`src/rtl/sobel_pkg.sv`:
```
// Shared types and helpers for the Sobel magnitude frame controller.
//   state_t   : frame sequencer states
//   GRAD_W    : signed gradient width
//   PIX_W     : magnitude pixel width
//   clog2     : width helper, never returns less than 1 so ports stay non-empty
//   grad_abs  : absolute value of a signed gradient, one bit wider than the input
package sobel_pkg;

    typedef enum logic [1:0] {
        S_IDLE,
        S_RUN,
        S_DRAIN,
        S_DONE
    } state_t;

    localparam int GRAD_W = 10;
    localparam int PIX_W  = 4;

    function automatic int clog2(input int value);
        int r;
        r = 0;
        while ((1 << r) < value) begin
            r = r + 1;
        end
        return (r < 1) ? 1 : r;
    endfunction

    // The extra bit keeps |-2^(GRAD_W-1)| representable.
    function automatic logic [GRAD_W:0] grad_abs(input logic signed [GRAD_W-1:0] g);
        logic [GRAD_W:0] ext;
        ext = {g[GRAD_W-1], g};
        return g[GRAD_W-1] ? (~ext + 1'b1) : ext;
    endfunction

endpackage

```
`src/rtl/mag_frame_ctrl_if.sv`:
```
// Stream bundle for mag_frame_ctrl.
//   in_valid/in_ready/in_gx/in_gy       : gradient pair input handshake
//   out_valid/out_ready/out_pixel/...   : tagged magnitude pixel output handshake
//   master : producer of gradients / consumer of pixels (the environment)
//   slave  : the frame controller
interface mag_frame_ctrl_if
    import sobel_pkg::*;
#(
    parameter int IMG_WIDTH  = 4,
    parameter int IMG_HEIGHT = 2
) ();

    logic                             in_valid;
    logic                             in_ready;
    logic signed [GRAD_W-1:0]         in_gx;
    logic signed [GRAD_W-1:0]         in_gy;
    logic                             out_valid;
    logic                             out_ready;
    logic [PIX_W-1:0]                 out_pixel;
    logic [clog2(IMG_WIDTH)-1:0]      out_col;
    logic [clog2(IMG_HEIGHT)-1:0]     out_row;

    modport master (
        output in_valid, in_gx, in_gy, out_ready,
        input  in_ready, out_valid, out_pixel, out_col, out_row
    );

    modport slave (
        input  in_valid, in_gx, in_gy, out_ready,
        output in_ready, out_valid, out_pixel, out_col, out_row
    );

endinterface

```
`src/rtl/mag_result_fifo.sv`:
```
// Synchronous result FIFO for magnitude pixels; any depth (pointers wrap explicitly).
//   push/din  : write when push is high (caller guarantees space)
//   pop/dout  : dout shows the head; pop advances it (caller guarantees non-empty)
//   count     : occupancy, simultaneous push and pop leaves it unchanged
//   empty     : count == 0
module mag_result_fifo #(
    parameter int FIFO_DEPTH = 8,
    parameter int PIX_W      = 4
) (
    input  logic                                      clk,
    input  logic                                      rst,
    input  logic                                      push,
    input  logic                                      pop,
    input  logic [PIX_W-1:0]                          din,
    output logic [PIX_W-1:0]                          dout,
    output logic [sobel_pkg::clog2(FIFO_DEPTH+1)-1:0] count,
    output logic                                      empty
);

    localparam int AW = sobel_pkg::clog2(FIFO_DEPTH);

    logic [PIX_W-1:0] mem [FIFO_DEPTH];
    logic [AW-1:0]    wr_ptr;
    logic [AW-1:0]    rd_ptr;

    function automatic logic [AW-1:0] ptr_next(input logic [AW-1:0] p);
        return (p == AW'(FIFO_DEPTH - 1)) ? '0 : p + 1'b1;
    endfunction

    always_ff @(posedge clk) begin
        if (push) begin
            mem[wr_ptr] <= din;
        end
    end

    always_ff @(posedge clk) begin
        if (rst) begin
            wr_ptr <= '0;
            rd_ptr <= '0;
            count  <= '0;
        end else begin
            if (push) wr_ptr <= ptr_next(wr_ptr);
            if (pop)  rd_ptr <= ptr_next(rd_ptr);
            case ({push, pop})
                2'b10:   count <= count + 1'b1;
                2'b01:   count <= count - 1'b1;
                default: count <= count;
            endcase
        end
    end

    assign dout  = mem[rd_ptr];
    assign empty = (count == '0);

endmodule

```
`src/rtl/sobel_mag.sv`:
```
// Existing magnitude block: two register stages from gx/gy to mag.
//   clk, n_rst : clock, synchronous active-low reset
//   gx, gy     : signed gradients
//   mag        : quantised edge magnitude, |gx|+|gy| scaled by 5/64, saturating
module sobel_mag
    import sobel_pkg::*;
(
    input  logic                     clk,
    input  logic                     n_rst,
    input  logic signed [GRAD_W-1:0] gx,
    input  logic signed [GRAD_W-1:0] gy,
    input  logic                     unused_tie = 1'b0,
    output logic [PIX_W-1:0]         mag
);

    localparam int SHIFT = 6;

    logic [GRAD_W:0]   sum_q;
    logic [GRAD_W+2:0] scaled;

    // sum*5 = sum + 4*sum; fits GRAD_W+3 bits for the full input range.
    always_comb begin
        scaled = {2'b00, sum_q} + {sum_q, 2'b00};
    end

    always_ff @(posedge clk) begin
        if (!n_rst) begin
            sum_q <= '0;
            mag   <= '0;
        end else begin
            sum_q <= grad_abs(gx) + grad_abs(gy);
            mag   <= (|scaled[GRAD_W+2:SHIFT+PIX_W]) ? '1 : scaled[SHIFT+PIX_W-1:SHIFT];
        end
    end

endmodule

```
`src/rtl/mag_frame_ctrl.sv`:
```
// Frame sequencer around the Sobel magnitude pipeline.
//   clk, rst    : clock, synchronous active-high reset
//   start       : begins a frame when idle, ignored otherwise
//   bus (slave) : gradient input stream and tagged pixel output stream
//   busy        : high whenever a frame is in progress
//   frame_done  : one-cycle pulse once every pixel of the frame has been taken
// Input credit counts pixels still in the pipeline plus those in the FIFO,
// so the FIFO can never overflow regardless of downstream backpressure.
module mag_frame_ctrl
    import sobel_pkg::*;
#(
    parameter int IMG_WIDTH   = 4,
    parameter int IMG_HEIGHT  = 2,
    parameter int MAG_LATENCY = 3,
    parameter int FIFO_DEPTH  = 8
) (
    input  logic             clk,
    input  logic             rst,
    input  logic             start,
    mag_frame_ctrl_if.slave  bus,
    output logic             busy,
    output logic             frame_done
);

    localparam int COL_W = clog2(IMG_WIDTH);
    localparam int ROW_W = clog2(IMG_HEIGHT);
    localparam int TOTAL = IMG_WIDTH * IMG_HEIGHT;
    localparam int ACC_W = clog2(TOTAL + 1);
    localparam int CNT_W = clog2(FIFO_DEPTH + 1);
    localparam int INF_W = clog2(MAG_LATENCY + 1);

    // Input register plus the two stages inside sobel_mag.
    if (MAG_LATENCY != 3) begin : g_bad_latency
        $error("MAG_LATENCY must match the magnitude pipeline (3)");
    end
    if (FIFO_DEPTH < MAG_LATENCY + 1) begin : g_bad_depth
        $error("FIFO_DEPTH must be at least MAG_LATENCY+1");
    end

    state_t                   state, state_nxt;
    logic                     in_ready, accept, credit_ok;
    logic                     push, pop, fifo_empty;
    logic [CNT_W-1:0]         fifo_count;
    logic [MAG_LATENCY-1:0]   vsr;
    logic [INF_W-1:0]         inflight;
    logic [ACC_W-1:0]         acc_cnt;
    logic signed [GRAD_W-1:0] gx_q, gy_q;
    logic [PIX_W-1:0]         mag, fifo_dout;
    logic [COL_W-1:0]         col_q;
    logic [ROW_W-1:0]         row_q;
    logic                     n_rst;

    always_comb begin
        inflight = '0;
        for (int unsigned i = 0; i < MAG_LATENCY; i++) begin
            inflight = inflight + INF_W'(vsr[i]);
        end
    end

    always_comb begin
        credit_ok = (int'(fifo_count) + int'(inflight)) < FIFO_DEPTH;
    end

    always_comb begin
        state_nxt = state;
        in_ready  = 1'b0;
        accept    = 1'b0;
        case (state)
            S_IDLE: begin
                if (start) state_nxt = S_RUN;
            end
            S_RUN: begin
                in_ready = credit_ok;
                accept   = bus.in_valid && credit_ok;
                if (accept && acc_cnt == ACC_W'(TOTAL - 1)) state_nxt = S_DRAIN;
            end
            S_DRAIN: begin
                if (inflight == '0 && fifo_empty) state_nxt = S_DONE;
            end
            S_DONE: begin
                state_nxt = S_IDLE;
            end
            default: state_nxt = S_IDLE;
        endcase
    end

    assign busy       = (state != S_IDLE);
    assign frame_done = (state == S_DONE);
    assign push       = vsr[MAG_LATENCY-1];
    assign pop        = !fifo_empty && bus.out_ready;

    always_ff @(posedge clk) begin
        if (rst) begin
            state   <= S_IDLE;
            acc_cnt <= '0;
            vsr     <= '0;
            gx_q    <= '0;
            gy_q    <= '0;
            col_q   <= '0;
            row_q   <= '0;
        end else begin
            state <= state_nxt;
            vsr   <= (vsr << 1) | MAG_LATENCY'(accept);
            if (accept) begin
                gx_q <= bus.in_gx;
                gy_q <= bus.in_gy;
            end
            if (state == S_IDLE && start) begin
                acc_cnt <= '0;
                col_q   <= '0;
                row_q   <= '0;
            end else begin
                if (accept) acc_cnt <= acc_cnt + 1'b1;
                if (pop) begin
                    if (col_q == COL_W'(IMG_WIDTH - 1)) begin
                        col_q <= '0;
                        row_q <= (row_q == ROW_W'(IMG_HEIGHT - 1)) ? '0 : row_q + 1'b1;
                    end else begin
                        col_q <= col_q + 1'b1;
                    end
                end
            end
        end
    end

    assign n_rst = ~rst;

    sobel_mag u_mag (
        .clk        (clk),
        .n_rst      (n_rst),
        .gx         (gx_q),
        .gy         (gy_q),
        .unused_tie (1'b0),
        .mag        (mag)
    );

    mag_result_fifo #(
        .FIFO_DEPTH (FIFO_DEPTH),
        .PIX_W      (PIX_W)
    ) u_fifo (
        .clk   (clk),
        .rst   (rst),
        .push  (push),
        .pop   (pop),
        .din   (mag),
        .dout  (fifo_dout),
        .count (fifo_count),
        .empty (fifo_empty)
    );

    assign bus.in_ready  = in_ready;
    assign bus.out_valid = !fifo_empty;
    assign bus.out_pixel = fifo_empty ? '0 : fifo_dout;
    assign bus.out_col   = col_q;
    assign bus.out_row   = row_q;

endmodule

```
`src/flat_wrapper.sv`:
```
// flat-port wrapper written by rule: the top's interface ports become plain ports
module mag_frame_ctrl_flat import sobel_pkg::*;
#(
    parameter int IMG_WIDTH   = 4,
    parameter int IMG_HEIGHT  = 2,
    parameter int MAG_LATENCY = 3,
    parameter int FIFO_DEPTH  = 8
)
  (clk, rst, start, busy, frame_done, bus_in_valid, bus_in_gx, bus_in_gy, bus_out_ready, bus_in_ready, bus_out_valid, bus_out_pixel, bus_out_col, bus_out_row);
  mag_frame_ctrl_if #(.IMG_WIDTH(IMG_WIDTH), .IMG_HEIGHT(IMG_HEIGHT)) bus_i ();
  input  logic clk;
  input  logic rst;
  input  logic start;
  output logic busy;
  output logic frame_done;
  input wire logic [$bits(bus_i.in_valid)-1:0] bus_in_valid;
  input wire logic [$bits(bus_i.in_gx)-1:0] bus_in_gx;
  input wire logic [$bits(bus_i.in_gy)-1:0] bus_in_gy;
  input wire logic [$bits(bus_i.out_ready)-1:0] bus_out_ready;
  output wire logic [$bits(bus_i.in_ready)-1:0] bus_in_ready;
  output wire logic [$bits(bus_i.out_valid)-1:0] bus_out_valid;
  output wire logic [$bits(bus_i.out_pixel)-1:0] bus_out_pixel;
  output wire logic [$bits(bus_i.out_col)-1:0] bus_out_col;
  output wire logic [$bits(bus_i.out_row)-1:0] bus_out_row;
  assign bus_i.in_valid = bus_in_valid;
  assign bus_i.in_gx = bus_in_gx;
  assign bus_i.in_gy = bus_in_gy;
  assign bus_i.out_ready = bus_out_ready;
  assign bus_in_ready = bus_i.in_ready;
  assign bus_out_valid = bus_i.out_valid;
  assign bus_out_pixel = bus_i.out_pixel;
  assign bus_out_col = bus_i.out_col;
  assign bus_out_row = bus_i.out_row;
  mag_frame_ctrl #(.IMG_WIDTH(IMG_WIDTH), .IMG_HEIGHT(IMG_HEIGHT), .MAG_LATENCY(MAG_LATENCY), .FIFO_DEPTH(FIFO_DEPTH)) u_core (.clk(clk), .rst(rst), .start(start), .bus(bus_i), .busy(busy), .frame_done(frame_done));
endmodule
```
`config.mk`:
```
export PLATFORM = sky130hd
export DESIGN_NAME = mag_frame_ctrl_flat
export DESIGN_NICKNAME = d
export VERILOG_FILES = /design/src/rtl/sobel_pkg.sv /design/src/rtl/mag_frame_ctrl_if.sv /design/src/rtl/mag_result_fifo.sv /design/src/rtl/sobel_mag.sv /design/src/rtl/mag_frame_ctrl.sv /design/src/flat_wrapper.sv
export SDC_FILE = /design/constraint.sdc
export NUM_CORES = 1
export LEC_CHECK = 0
export ABC_AREA = 0
export BUFFER_PORTS_ARGS = -buffer_cell sky130_fd_sc_hd__buf_2
export CORE_UTILIZATION = 64
export CTS_BUF_LIST = sky130_fd_sc_hd__clkbuf_16
export CTS_CLUSTER_SIZE = 12
export DETAILED_ROUTE_END_ITERATION = 8
export PLACE_DENSITY = 0.91
export SYNTH_ARGS = -nofsm -noshare
export SYNTH_HDL_FRONTEND = slang
export SYNTH_SLANG_ARGS = --single-unit
```
`constraint.sdc`:
```
create_clock -name clk -period 7.4 [get_ports clk]
set_input_delay 1.11 -clock clk [delete_from_list [all_inputs] [get_ports clk]]
set_output_delay 1.11 -clock clk [all_outputs]
set_load 0.02 [all_outputs]
```
==> summary by stage, run 1 <==
Clock network
The root buffer cell chosen for the clock tree is sky130_fd_sc_hd__clkbuf_16. The H-tree was split into 3 levels. After clock tree synthesis, the setup repair step added 0 buffers.

No sink is reached through more buffers than the 2 on the longest clock path. The clock latency reported for the late side of the worst-skew pair is approximately 350 ps. Gates resized during post-CTS repair numbered 0.

The clock tree from TritonCTS is yes. For this design, the sink count on the clock tree is 92. In this run, post-CTS hold repair placed 0 buffers. The clock-pin slew on the worst setup and hold paths is about 70 ps. TritonCTS created 9 clock buffers.

Timing
The maximum clock frequency is between 300 and 400 MHz. The final number of max-transition violations is 0. The final hold violation count is 0. Setup repair after global routing left no endpoint under its margin. The final-report setup violation count is 0. For the final database, setup skew stands at about 7.5 ps.

The period utilization is between 40 and 50%. The final-layout setup total negative slack is 0 ps. At the pin with the least slew margin, the transition time is 946 ps. The worst slew margin relative to its limit is around 37%. The worst path in the final design needs a cycle of approximately 3300 ps, including I/O delays and setup.

Global routing
The largest net degree at the start of global routing is 54. The number of antenna violations at the first check in global routing was 0. The number of global-route vias before repair is roughly 3.2k. The total congestion overflow is 0.

The combined global-route utilization of all metal layers is between 20% and 30%. The wire length of the first global-routing pass is 14.1 mm.

Place
In this run the cell area measured after placement is roughly 4800 um^2. The global placer's final weighted congestion is 0.823. The number of port buffers is 35. The HPWL after detailed placement is 6.14 mm.

Power
Combinational logic is responsible for approximately 23% of the overall power. Power spread over the standard cell area amounts to 279 nW/um^2. The maximum ir drop on the vdd rail is around 200 uV. The switching component of the power is between 400 and 500 uW. The share of total power dissipated in the clock network is between 30% and 40%. Net switching is between 30% and 40% of the power. The analysis attributes to cell leakage a power of 2.04 nW.

Cell internal power was estimated by the tool at 961 uW. The share of total power dissipated in sequential elements is around 45%.

Cells and area
Cells with a size suffix above 1 make up roughly 15% of the layout. Leaving out fill and tap cells, the most frequent cell in the layout is sky130_fd_sc_hd__nand2_1. The number of antenna diodes in the final layout is 0. The utilization of the core after routing is roughly 75%. Leaving out fill and tap cells, the most frequent cells in the layout are sky130_fd_sc_hd__nand2_1, sky130_fd_sc_hd__dfxtp_1, sky130_fd_sc_hd__nor2_1, sky130_fd_sc_hd__a21oi_1. Compared with the post-synthesis result, the final layout area differs by 11.5%. The layout net count is 550.

After routing the design area is ~5000 um^2. The number of fill cells in the layout is 450.

Routing
The first detailed-routing pass took 4 iterations. In the final routed layout, each cell accounts on average for between 10 and 15 um. Summed over all layers, the routed wires come to around 8.4 mm. For this block, the via count after detailed routing is approximately 3.3k.

Using the TritonRoute via totals, the vias-per-cell ratio works out to approximately 5.7. The residual DRC count is 0. The detailed router finished its first iteration with about 170 violations. The final antenna-violating net count is 0.

Synthesis
The synthesized flop and latch total is 92. The net count after synthesis is between 500 and 600. Of the synthesized area, sequential elements account for roughly 47%.

In the synthesized netlist the dominant register cell turns out to be sky130_fd_sc_hd__dfxtp_1. Dividing the synthesized area by the synthesized cell count gives between 10 and 15 um^2. The fraction of synthesis flops using an asynchronous set or reset pin is 0%. Yosys mapped a number of flops with a built-in enable equal to 32. The area of the mapped netlist is 4600 um^2. The yosys synthesis warning count is 0.

The cell count after synthesis is ~460. The post-synthesis cell type count is between 50 and 60.

Worst setup path
The critical path data arrival time is 2200 ps. In this design, the stage delay of the slowest critical-path cell is ~450 ps. The worst register-to-register path ends at u_core.u_mag.sum_q[9]. At the worst endpoint, the required time is between 6000 and 7000 ps. The register-to-register setup slack is between 4000 and 5000 ps. The critical path is of the register to output port type.

The nature of the critical path endpoint is an output port. Walking the worst path, the cells encountered are fa_1 -> ha_1 -> a31o_2 -> a21oi_1 -> and2_1 -> buf_2. The worst register-to-register path begins at u_core.gy_q[0]. The number of cell instances on the worst register-to-register path is 11. On the critical path, the stage with the largest delay is an instance of sky130_fd_sc_hd__fa_1.

The critical path startpoint category is a register. The largest fanout on the critical path is 6.

Floorplanning
The initial cell density of the core is between 60% and 70%. The core outline area is slightly below 7000 um^2. The I/O pin total is 36.

The full die area is 7520 um^2. The number of placement rows is 30. The die height is 86.7 um. The die boundary width is about 87 um.

Job
The max-cap violation count is 0.

Hold path
For hold timing, the worst endpoint is u_core.acc_cnt[1]. The path class of the tightest hold or removal check is register to register. The worst hold path passes through 2 cells.

The worst hold path startpoint is u_core.acc_cnt[1].

Run status
The run finished with clean final reports.
==> registers in the layout, summed over array words and instances (netlist names), named ones only <==
name / count
u_core.bus.out_row: 1
u_core.state: 2
u_core.gx_q: 10
u_core.acc_cnt: 4
u_core.u_fifo.mem: 32
u_core.u_mag.sum_q: 11
u_core.gy_q: 10
u_core.u_mag.mag: 4
u_core.bus.out_col: 2
u_core.u_fifo.count: 4
u_core.u_fifo.wr_ptr: 3
u_core.vsr: 3
u_core.u_fifo.rd_ptr: 3
==> worst max-delay path by stage <==
stage	from	slack, ps	cells after the start	endpoint
5_1_grt	u_core.vsr[2]	3960	6	bus_in_ready
3_3_place_gp	bus_out_ready	4460	10	u_core.u_fifo.count[3]
3_5_place_dp	bus_out_ready	4400	10	u_core.u_fifo.count[3]
6_report	u_core.vsr[2]	4090	6	bus_in_ready
4_1_cts	u_core.vsr[2]	4080	6	bus_in_ready
2_1_floorplan	u_core.vsr[2]	4590	5	bus_in_ready
==> area by class of cell <==
cell class                      instances  area, um^2  share of cell area (%)
Timing Repair Buffer                   35         175                    3.42
Tap cell                               96         120                    2.34
Inverter                               22        82.6                    1.61
Multi-Input combinational cell        327        2280                    44.6
Sequential cell                        92        2160                    42.2
Clock inverter                          7        73.8                    1.44
Clock buffer                            9         225                    4.40
==> Yosys cell counts, types with 2 or more instances <==
| cell type | number | area share [%] |
|---|---|---|
| sky130_fd_sc_hd__nand2_1 | 72 | 5.9 |
| sky130_fd_sc_hd__dfxtp_1 | 60 | 26 |
| sky130_fd_sc_hd__nor2_1 | 42 | 3.4 |
| sky130_fd_sc_hd__a21oi_1 | 40 | 4.4 |
| sky130_fd_sc_hd__ha_1 | 35 | 9.5 |
| sky130_fd_sc_hd__edfxtp_1 | 32 | 21 |
| sky130_fd_sc_hd__inv_1 | 21 | 1.7 |
| sky130_fd_sc_hd__nor3_1 | 18 | 2.0 |
| sky130_fd_sc_hd__xnor2_1 | 18 | 3.4 |
| sky130_fd_sc_hd__o21ai_0 | 11 | 1.2 |
| sky130_fd_sc_hd__clkbuf_1 | 10 | 0.82 |
| sky130_fd_sc_hd__mux4_2 | 8 | 3.9 |
| sky130_fd_sc_hd__xor2_1 | 8 | 1.5 |
| sky130_fd_sc_hd__mux2i_1 | 7 | 1.5 |
| sky130_fd_sc_hd__nand2b_1 | 7 | 0.95 |
| sky130_fd_sc_hd__buf_2 | 6 | 0.65 |
| sky130_fd_sc_hd__nor2b_1 | 6 | 0.82 |
| sky130_fd_sc_hd__o31ai_1 | 4 | 0.65 |
| sky130_fd_sc_hd__or3_1 | 4 | 0.54 |
| sky130_fd_sc_hd__a21o_1 | 3 | 0.49 |
| sky130_fd_sc_hd__fa_1 | 3 | 1.3 |
| sky130_fd_sc_hd__a211oi_1 | 2 | 0.33 |
| sky130_fd_sc_hd__a31oi_1 | 2 | 0.27 |
| sky130_fd_sc_hd__and2_1 | 2 | 0.27 |
| sky130_fd_sc_hd__and4_1 | 2 | 0.38 |
| sky130_fd_sc_hd__o21a_1 | 2 | 0.33 |
| sky130_fd_sc_hd__or4_1 | 2 | 0.33 |
==> routing by layer <==
| metal | global-route usage (%) | vias to the layer above | wire [um] | share of wire [%] |
|---|---|---|---|---|
| met1 | 29.7 | 1583 | 3760 | 44 |
| li1 | - | 1664 | - | - |
| met4 | 9.09 | 0 | 144 | 1.7 |
| met5 | 0 | - | 0 | 0 |
| met2 | 42.6 | 62 | 4330 | 51 |
| met3 | 4.67 | 15 | 214 | 2.5 |
==> power groups by stage <==
stage | clock network (mW) | registers [mW] | logic (mW)
after floorplan | 0 | 0.630 | 0.266
after global placement | 0 | 0.647 | 0.305
after detailed placement | 0 | 0.653 | 0.323
after CTS | 0.462 | 0.642 | 0.329
after global routing | 0.482 | 0.649 | 0.367
final | 0.456 | 0.643 | 0.328
==> per-stage QoR <==
stage	std cells	hold WS [ps]	power (mW)	setup slack, ps
6_report	588	484	1.43	4090
5_1_grt	588	501	1.50	3960
4_1_cts	588	485	1.43	4080
3_5_place_dp	572	476	0.976	4400
3_3_place_gp	572	447	0.952	4460
2_1_floorplan	457	436	0.896	4590
==> critical path: cells and delay by family (launching register included) <==
family	cells	cell delay, ps
adders and majority gates	2	730
DFF	1	380
AOI/OAI and AO/OA	2	410
and+or+nand+nor	1	160
buffers and inverters	1	160
==> kinds of logic (layout without fill, tap and decap cells) <==
family	count (synthesis)	count (layout)	synth area share (%)
and+or+nand+nor	167	167	16.8
DFF	92	92	47.0
AOI/OAI and AO/OA	80	80	11.4
adders and majority gates	38	38	10.8
buffers and inverters	38	73	3.27
xor gates and xnor gates	26	26	4.96
muxes	16	16	5.69
(Power assumes the default switching activity.)
==> run 2, diff against run 1 <==
- CORE_UTILIZATION: 64 -> 54
- PLACE_DENSITY: 0.91 -> 0.83
- clock period: 7.4 -> 2.8 ns (I/O delays scaled with it)
==> run 2 against run 1 <==
  * Count of clock-buffer cells in the layout stayed put
  * Largest power group unchanged
  * Critical path type is now register to register
  * Utilization shrank 11 points
  * Critical path depth increased by 5
  * Register-to-register slack worse by 4400 ps
  * Clock power grew to 2.6 times the previous value
==> summary by stage, run 2 (synthesis results as in run 1) <==
Cells and area
Once layout is complete, the cells apart from fillers number ~600. The utilization of the core after routing is 63.3%. Fill cells in the final layout number 655.

The final layout contains roughly 560 nets. The count of inserted antenna diode cells is 0. From synthesis to final layout, the design area changed by 13.2%. The register with the most flip-flops in the layout has 32 of them.

Leaving out fill and tap cells, the most frequent cell in the layout is sky130_fd_sc_hd__nand2_1. In the final layout, the registers with the most flip-flops are u_core.u_fifo.mem x32, u_core.u_mag.sum_q x11. Cells with a size suffix above 1 make up between 10% and 20% of the layout. The register with the most flip-flops is u_core.u_fifo.mem. In the layout the commonest cells are sky130_fd_sc_hd__nand2_1, sky130_fd_sc_hd__dfxtp_1, sky130_fd_sc_hd__nor2_1, sky130_fd_sc_hd__a21oi_1.

Floorplanning
The die boundary width is 94.3 um. For this configuration, the core starts out at a cell density of between 50% and 60%. The number of placement rows is 33.

The die covers 8880 um^2. 36 I/O pins were placed. The total area inside the core boundary comes to approximately 8200 um^2. The die is ~94 um tall.

Clock network
The library cell used as clock root buffer is sky130_fd_sc_hd__clkbuf_16. The clock tree from TritonCTS is yes. The number of buffers between clock root and the deepest sink is 2. The TritonCTS buffer count is 9. For this design, the CTS-stage hold fixing added 0 buffers. The maximum level of the CTS H-tree is 3. The clock-pin slew on the worst setup and hold paths is approximately 70 ps. The number of sinks driven by the clock tree is 92. The clock latency reported for the late side of the worst-skew pair is 340 ps.

Global routing
The first global-routing pass estimated 14.2 mm of wire. The number of global-route vias before repair is 3214. The largest net degree at the start of global routing is 34. The combined global-route utilization of all metal layers is 21.0%. Summed over all layers, the global routing overflow is 0. The number of antenna violations at the first check in global routing is 0.

Power
For this design the static power due to leakage is about 2.1 nW. The switching portion of total power is about 32%. Per report_power, the sequential group accounts for 44.8% of the total. The clock network burns a little under a third of the power. Summed over all nets, the switching power comes to ~1.2 mW.

Combinational cells account for 23.4% of the total power. VDD sags by at most 489 uV. Power spread over the standard cell area amounts to a little over 700 nW/um^2. The internal power contribution is 2.56 mW.

Place
The count of buffers added on input and output ports is 35. Counting tap cells, the placed design contains a total of roughly 590 instances. The global placer's final weighted congestion is 0.889. The sum of net half-perimeters after detailed placement is ~6.3 mm.

Worst setup path
The number of buffers and inverters on the critical path is 1. The type of the worst setup path is register to register. The family with the most delay on the worst path is compound AO/OA/AOI/OAI gates. The data required time of the critical path is 3030 ps. The register-to-register setup slack is about 140 ps.

At the worst endpoint, the arrival time is 2890 ps. The signal on the critical path passes through inv_1 -> ha_1 -> nand2b_1 -> xnor2_1 -> ha_1 -> nor2b_1 -> o21ai_1 -> a21boi_1 -> o21a_1 -> o41ai_2 -> mux2_2. The critical path startpoint category is a register. In this design, the critical path's most frequently occurring cell is sky130_fd_sc_hd__ha_1. The largest fanout on the critical path is 4. The critical path's slowest cell is sky130_fd_sc_hd__mux2_2. The worst setup path is captured at a register. For this run, the slowest stage of the critical path takes 370 ps.

Timing
Hold is met by around 300 ps. The maximum clock frequency is about 380 MHz. The worst slew margin relative to its limit is between 50% and 60%. The final-report setup violation count is 0. For the finished layout, the period the worst path requires is 2660 ps.

On the final layout, the worst clock skew is 7.47 ps. At the pin with the least slew margin, the transition time is ~670 ps. The final number of max-transition violations is 0. The worst path uses 95.0% of the clock period. The final hold violation count is 0.

Routing
In this run the remaining antenna-violating nets after routing total 0. For this block, the initial DRC count from the detailed router was between 90 and 100. For this run, design rule violations remaining after detail routing come to 0. Summing over every cut layer, the via total after detailed routing is between 3k and 4k.

The mean number of vias per cell is around 5.5. The pre-antenna-repair detailed-routing pass consisted of 4 iterations. The total wire length after detailed routing is approximately 8.4 mm. Dividing the detail-routed wire length by the instance count gives approximately 14 um.

Run status
The flow ran to the end, and the final reports show no timing, DRC or antenna violations.

Job
The tool flagged a number of max-cap violations equal to 0.

Hold path
The classification of the worst-slack hold path is input port to register.
-- run 2: cell types whose count changed in the layout (fill, tap and decap cells not counted), sizes merged --
cell / previous run / this run
buf: 35 / 42
inv: 28 / 25
clkinv: 1 / 3
clkinvlp: 0 / 1
-- run 2: worst paths after layout --
path                        from               endpoint  cells past startpoint
hold / removal      bus_in_gy[5]         u_core.gy_q[5]                      3
setup / recovery  u_core.gy_q[0]  u_core.u_mag.sum_q[8]                     11
setup reg to reg  u_core.gy_q[0]  u_core.u_mag.sum_q[8]                     11
hold reg to reg   u_core.gx_q[1]         u_core.gx_q[1]                      2
-- run 2: timing repair --
item                                    4_1_cts  5_1_grt
setup buffers                                 0        2
resized for setup                             0        4
endpoints found under the setup margin        0        3
-- run 2: area by class of cell --
class | count | area [um^2] | area share (%)
inverters | 22 | 82.6 | 1.59
clock buffers | 9 | 225 | 4.33
flip-flops and latches | 92 | 2160 | 41.6
well taps | 105 | 131 | 2.53
repair buffers | 42 | 228 | 4.38
clock inverters | 7 | 80.1 | 1.54
multi-input cells | 327 | 2290 | 44.0
-- run 2: power groups by stage --
stage	Sequential, mW	Clock [mW]	Combinational, mW
global route	1.72	1.29	0.993
global placement	1.71	0	0.839
floorplan	1.67	0	0.702
finish	1.70	1.20	0.884
detailed placement	1.72	0	0.872
CTS	1.70	1.23	0.881
-- run 2: stage by stage --
step | setup TNS (ps) | total power [mW] | cell area, um^2 | setup WS, ps
CTS | 0 | 3.80 | 5180 | 116
global placement | 0 | 2.55 | 4870 | 225
global route | -23.8 | 4.00 | 5200 | -13.8
detailed placement | 0 | 2.60 | 4870 | 138
floorplan | 0 | 2.37 | 4600 | 275
finish | 0 | 3.78 | 5200 | 139
-- run 2: worst min-delay path, cell delays in order --
cell and delay, ps:
sky130_fd_sc_hd__buf_2 90, sky130_fd_sc_hd__nand2_1 40, sky130_fd_sc_hd__a21oi_1 50
-- run 2: metal layers --
layer  vias to the layer above  GRT usage (%)  wire (um)  part of all wire, %
met5                         -              0          0                    0
met4                         0           10.8        185                  2.2
met3                        16           4.13        229                  2.7
met2                        60           35.4       4190                   50
met1                      1564           25.3       3820                   45
li1                       1679              -          -                    -
